==> src/rtl/hex_sequencer.sv <==
// Message buffer and stepping stage feeding a seven-segment hex decoder.
// Symbols are appended one at a time and replayed in a loop at a prescaled rate.
module hex_sequencer #(
   parameter int DEPTH     = 8,
   parameter int DIV_WIDTH = 12
) (
   input  logic                     clk,
   input  logic                     rst_n,
   input  logic                     clear,
   input  logic                     wr_en,
   input  logic [3:0]               wr_data,
   input  logic                     play,
   output logic [3:0]               hex,
   output logic                     blank,
   output logic [$clog2(DEPTH)-1:0] index,
   output logic                     wrap
);

   localparam int PW = $clog2(DEPTH);
   localparam int LW = PW + 1;
   localparam logic [LW-1:0] LEN_FULL = LW'(DEPTH);

   localparam logic [1:0] MODE_EMPTY = 2'd0;
   localparam logic [1:0] MODE_HOLD  = 2'd1;
   localparam logic [1:0] MODE_PLAY  = 2'd2;

   logic [3:0]           mem_q [DEPTH];
   logic [LW-1:0]        len_q, len_d;
   logic [PW-1:0]        rd_ptr_q, rd_ptr_d;
   logic [DIV_WIDTH-1:0] div_q, div_d;
   logic [3:0]           hex_q, hex_d;
   logic                 blank_q, blank_d;
   logic                 wrap_q, wrap_d;
   logic [1:0]           mode_s;
   logic                 tick_s;
   logic                 wr_ok_s;
   logic                 at_last_s;

   // Operating mode is a pure function of buffer occupancy and the play level.
   always_comb begin
      mode_s = MODE_EMPTY;
      if (len_q == {LW{1'b0}}) begin
         mode_s = MODE_EMPTY;
      end else if (play) begin
         mode_s = MODE_PLAY;
      end else begin
         mode_s = MODE_HOLD;
      end
   end

   // The last-slot test uses the length before any same-cycle append.
   assign at_last_s = ({1'b0, rd_ptr_q} == (len_q - LW'(1)));

   // Next-state for prescaler, read pointer, length and wrap flag; clear overrides all.
   always_comb begin
      div_d    = div_q;
      tick_s   = 1'b0;
      rd_ptr_d = rd_ptr_q;
      len_d    = len_q;
      wrap_d   = 1'b0;
      wr_ok_s  = 1'b0;
      case (mode_s)
         MODE_EMPTY: div_d = {DIV_WIDTH{1'b0}};
         MODE_HOLD:  div_d = div_q;
         MODE_PLAY: begin
            div_d  = div_q + DIV_WIDTH'(1);
            tick_s = (div_q == {DIV_WIDTH{1'b1}});
         end
         default:    div_d = {DIV_WIDTH{1'b0}};
      endcase
      if (tick_s) begin
         if (at_last_s) begin
            rd_ptr_d = {PW{1'b0}};
            wrap_d   = 1'b1;
         end else begin
            rd_ptr_d = rd_ptr_q + PW'(1);
            wrap_d   = 1'b0;
         end
      end else begin
         rd_ptr_d = rd_ptr_q;
         wrap_d   = 1'b0;
      end
      if (wr_en && (len_q < LEN_FULL)) begin
         wr_ok_s = 1'b1;
         len_d   = len_q + LW'(1);
      end else begin
         wr_ok_s = 1'b0;
         len_d   = len_q;
      end
      if (clear) begin
         div_d    = {DIV_WIDTH{1'b0}};
         rd_ptr_d = {PW{1'b0}};
         len_d    = {LW{1'b0}};
         wrap_d   = 1'b0;
         wr_ok_s  = 1'b0;
      end else begin
         div_d = div_d;
      end
   end

   // Displayed symbol sees a same-edge write landing on the next read slot.
   always_comb begin
      hex_d   = mem_q[rd_ptr_d];
      blank_d = (len_d == {LW{1'b0}});
      if (wr_ok_s && (len_q[PW-1:0] == rd_ptr_d)) begin
         hex_d = wr_data;
      end else begin
         hex_d = mem_q[rd_ptr_d];
      end
   end

   // Message storage; appended at the current length.
   always_ff @(posedge clk or negedge rst_n) begin
      if (!rst_n) begin
         for (int i = 0; i < DEPTH; i++) begin
            mem_q[i] <= 4'h0;
         end
      end else if (wr_ok_s) begin
         mem_q[len_q[PW-1:0]] <= wr_data;
      end
   end

   // Control state and registered outputs.
   always_ff @(posedge clk or negedge rst_n) begin
      if (!rst_n) begin
         len_q    <= {LW{1'b0}};
         rd_ptr_q <= {PW{1'b0}};
         div_q    <= {DIV_WIDTH{1'b0}};
         hex_q    <= 4'h0;
         blank_q  <= 1'b1;
         wrap_q   <= 1'b0;
      end else begin
         len_q    <= len_d;
         rd_ptr_q <= rd_ptr_d;
         div_q    <= div_d;
         hex_q    <= hex_d;
         blank_q  <= blank_d;
         wrap_q   <= wrap_d;
      end
   end

   assign hex   = hex_q;
   assign blank = blank_q;
   assign index = rd_ptr_q;
   assign wrap  = wrap_q;

endmodule

==> config.mk <==
export PLATFORM = sky130hd
export DESIGN_NAME = hex_sequencer
export DESIGN_NICKNAME = d
export VERILOG_FILES = /design/src/rtl/hex_sequencer.sv
export SDC_FILE = /design/constraint.sdc
export NUM_CORES = 1
export LEC_CHECK = 0
export BUFFER_PORTS_ARGS = -buffer_cell sky130_fd_sc_hd__buf_2
export CAP_MARGIN = 20
export CORE_ASPECT_RATIO = 0.8
export CORE_MARGIN = 2
export CORE_UTILIZATION = 25
export DETAILED_ROUTE_END_ITERATION = 6
export SLEW_MARGIN = 20
export SYNTH_ARGS = -nofsm -noshare
export SYNTH_HDL_FRONTEND = slang
export SYNTH_SLANG_ARGS = --single-unit
==> constraint.sdc <==
create_clock -name clk -period 6.4 [get_ports clk]
set_clock_uncertainty 0.05 [all_clocks]
set_input_delay 0.32 -clock clk [delete_from_list [all_inputs] [get_ports clk]]
set_output_delay 0.32 -clock clk [all_outputs]
set_load 0.05 [all_outputs]
==> impl_metrics.py <==
metrics = {
    "critical_path": {
        "cp.required_ps": 6540,
        "r2r_setup_slack_ps": 3030,
        "crit_type": "flop to flop",
        "startpoint": "len_q[0]",
        "slowest_delay_ps": 730,
        "cpMostUsedCell": "nand4_1",
        "end_kind": "flop",
        "worst-path-max-fanout": 17,
        "arrival_ps": 3510,
        "worstReg2RegEnd": "hex[2]",
        "crit-reg2reg-launch": "len_q[0]",
        "cp_cell_sequence": "inv_1 > ha_1 > nor3b_1 > nor4_4 > nand4_1 > a21oi_1 > o211ai_1 > nand4_1 > mux2i_1",
        "cp_slowest_cell": "nand4_1",
        "cp-start-kind": "flop",
        "reg2regPathDepth": 9,
    },
    "routing": {
        "postRouteAntennaNets": 0,
        "finalWirelength_mm": 6.93,
        "drcViolationCount": 0,
        "routedWlPerCell_um": 14.4,
        "vias": 2304,
        "drt_iter0_markers": 165,
        "drtPass1Iterations": 4,
        "via_per_inst": 4.80,
    },
    "cts": {
        "ctsHoldBuffers": 0,
        "clock_latency_ps": 320,
        "cts_buffers": 9,
        "postCtsSetupBuffers": 0,
        "cts_tree": "done",
        "cts_buffer_depth": 2,
        "h-tree-depth": 3,
        "cts.sinks": 57,
        "cts_resized": 0,
        "clkTransAtPathRegs_ps": 50,
        "cts_root_buffer": "clkbuf_16",
    },
    "synth": {
        "synth_warnings": 0,
        "synth-xor-area-share_pct": 5.58,
        "synth_adder_area_share_pct": 1.66,
        "syn-num-nets": 324,
        "muxShareOfSynthArea_pct": 5.70,
        "seq_area_frac_synth_pct": 47.5,
        "synth_edf_count": 0,
        "ys_ff_latch": 57,
        "synthCells": 311,
        "synth_compound_area_share_pct": 13.5,
        "post_synth.cell_area_avg_um2": 9.67,
        "ys_async_sr_fraction_pct": 100,
        "synth_top_family_by_area": "simple AND/OR/NAND/NOR gates",
        "yosys.area_share.simple_pct": 22.5,
        "syn-cell-area_um2": 3010,
        "ys.flop_type": "dfrtp_1",
        "yosysUniqueCellTypes": 46,
    },
    "sta": {
        "setup-tns-final_ps": 0,
        "slew_viol_final": 0,
        "post-route-min-period_ps": 3370,
        "hold_slack_ps": 92.3,
        "fmax_mhz": 297,
        "rsz0062_at_grt": "false",
        "layout_setup_ws_ps": 3030,
        "worstMarginPinSlew_ps": 851,
        "setup_viol_count_final": 0,
        "finalCritPeriodShare_pct": 52.7,
        "hold_violations": 0,
        "worst_slew_margin_rel_pct": 42.2,
    },
    "placed_design": {
        "dp.cells": 464,
        "portBuffers": 17,
        "place_hpwl_mm": 4.98,
        "place.gp.congestion": 0.880,
        "pre_cts_ws_ps": 2680,
    },
    "die": {
        "die_area_um2": 12900,
        "core_area_um2": 11600,
        "io_pins": 18,
        "rows": 35,
        "die_h_um": 102,
        "initial_core_util_pct": 25.9,
        "dieWidth_um": 127,
    },
    "grt": {
        "gr-total-overflow": 0,
        "grt_use_total_pct": 11.6,
        "met3_usage_pct": 3.98,
        "grt_pass1_vias": 2316,
        "antenna_found_initial": 1,
        "grt_max_degree": 58,
        "grtUsageMet1_pct": 16.2,
        "globalRouteMet2Util_pct": 17.0,
        "busiest_layer": "met2",
        "grt_pass1_wl_mm": 11.9,
    },
    "power_and_ir_drop": {
        "comb_power_share_pct": 12.3,
        "power_frac_clock_pct": 45.6,
        "p_int_w": 0.000745,
        "ir_drop_uv": 114,
        "leakage_nw": 1.57,
        "p_seq_share_pct": 42.2,
        "powerDensity_nw_per_um2": 286,
        "netSwitchingFraction_pct": 26.1,
        "p_switching_w": 0.000263,
    },
    "cells_and_area": {
        "final_common_cell": "dfrtp_1",
        "syn_to_final_growth_pct": 17.3,
        "drive_gt1_share_pct": 17.5,
        "insertedDiodeCount": 0,
        "nets": 340,
        "mostFrequentLayoutCells": "dfrtp_1, nand2_1, o21ai_0",
        "fin_cells": 480,
    },
    "min_path": {
        "min_path_type": "input port to async pin",
    },
    "run": {
        "max_cap_violations": 0,
    },
    "outcome": {
        "outcome": "finished, final reports clean",
    },
}
[cell type report]
class / instances / area [µm²]
Sequential cell: 57 / 1430
Clock inverter: 1 / 7.51
Clock buffer: 15 / 288
Inverter: 10 / 42.5
Timing Repair Buffer: 18 / 92.6
Fill cell: 1166 / 8080
Tap cell: 148 / 185
Multi-Input combinational cell: 231 / 1480
[worst max path at each step]
stage,to,slack [ps]
after floorplan,hex[2],3490
after global placement,hex[1],2740
after detailed placement,hex[2],2680
after CTS,hex[2],2660
after global routing,hex[0],2660
final,hex[2],3030
[registers in the layout, summed over array words and instances (netlist names)]
signal and count:
div_q 12, mem_q 32, index 3, wrap 1
len_q 4, hex 4, blank 1
[power groups by stage]
stage / combinational (W) / clock [W] / sequential [W]
floorplan: 0.0000692 / 0 / 0.000445
global placement: 0.000119 / 0 / 0.000430
detailed placement: 0.000123 / 0 / 0.000430
CTS: 0.000124 / 0.000466 / 0.000425
global route: 0.000140 / 0.000486 / 0.000429
finish: 0.000124 / 0.000459 / 0.000425
[routing by layer]
metal,part of all wire (%),vias up
met5,0.23,-
met3,5.3,11
met4,1.2,2
met1,52,1106
li1,-,1136
met2,41,49
[cell usage after synthesis (4+ instances only)]
| library cell | count | area [µm²] |
|---|---|---|
| o21ai_0 | 35 | 175 |
| and3_1 | 5 | 31.3 |
| ha_1 | 4 | 50.1 |
| nor2b_1 | 4 | 25.0 |
| clkbuf_1 | 8 | 30.0 |
| xor2_1 | 11 | 96.3 |
| inv_1 | 8 | 30.0 |
| nand4_1 | 17 | 106 |
| dfrtp_1 | 56 | 1400 |
| buf_2 | 4 | 20.0 |
| nor3_1 | 5 | 25.0 |
| nand2_1 | 43 | 161 |
| nor2_1 | 28 | 105 |
| nand3_1 | 11 | 55.1 |
| o211ai_1 | 8 | 60.1 |
| mux2_2 | 9 | 101 |
| xnor2_1 | 5 | 43.8 |
| a21oi_1 | 12 | 60.1 |
| mux2i_1 | 7 | 70.1 |
[cells by family after synthesis]
kind of cell               count (synthesis)
muxes                                     16
xor gates and xnor gates                  17
and+or+nand+nor                          130
AOI/OAI and AO/OA                         64
DFF                                       57
adders and majority gates                  4
buffers and inverters                     23
[critical path, delay by kind of cell (launching register included)]
family | cells | cell delay (ps)
AO/OA/AOI/OAI | 2 | 460
adder cells (fa/ha/maj) | 1 | 240
buffers and inverters | 1 | 150
flip-flops | 1 | 530
multiplexers | 1 | 80
AND/OR/NAND/NOR | 4 | 1720
[through the flow]
step	total power [W]	instance area, µm²	utilization (%)
after floorplan	0.000514	3010	-
after CTS	0.00102	3520	30.3
after detailed placement	0.000553	3220	27.8
after global placement	0.000550	3220	27.7
final	0.00101	3530	30.4
after global routing	0.00106	3530	30.4
No activity file was read; power rests on OpenSTA's default activity.
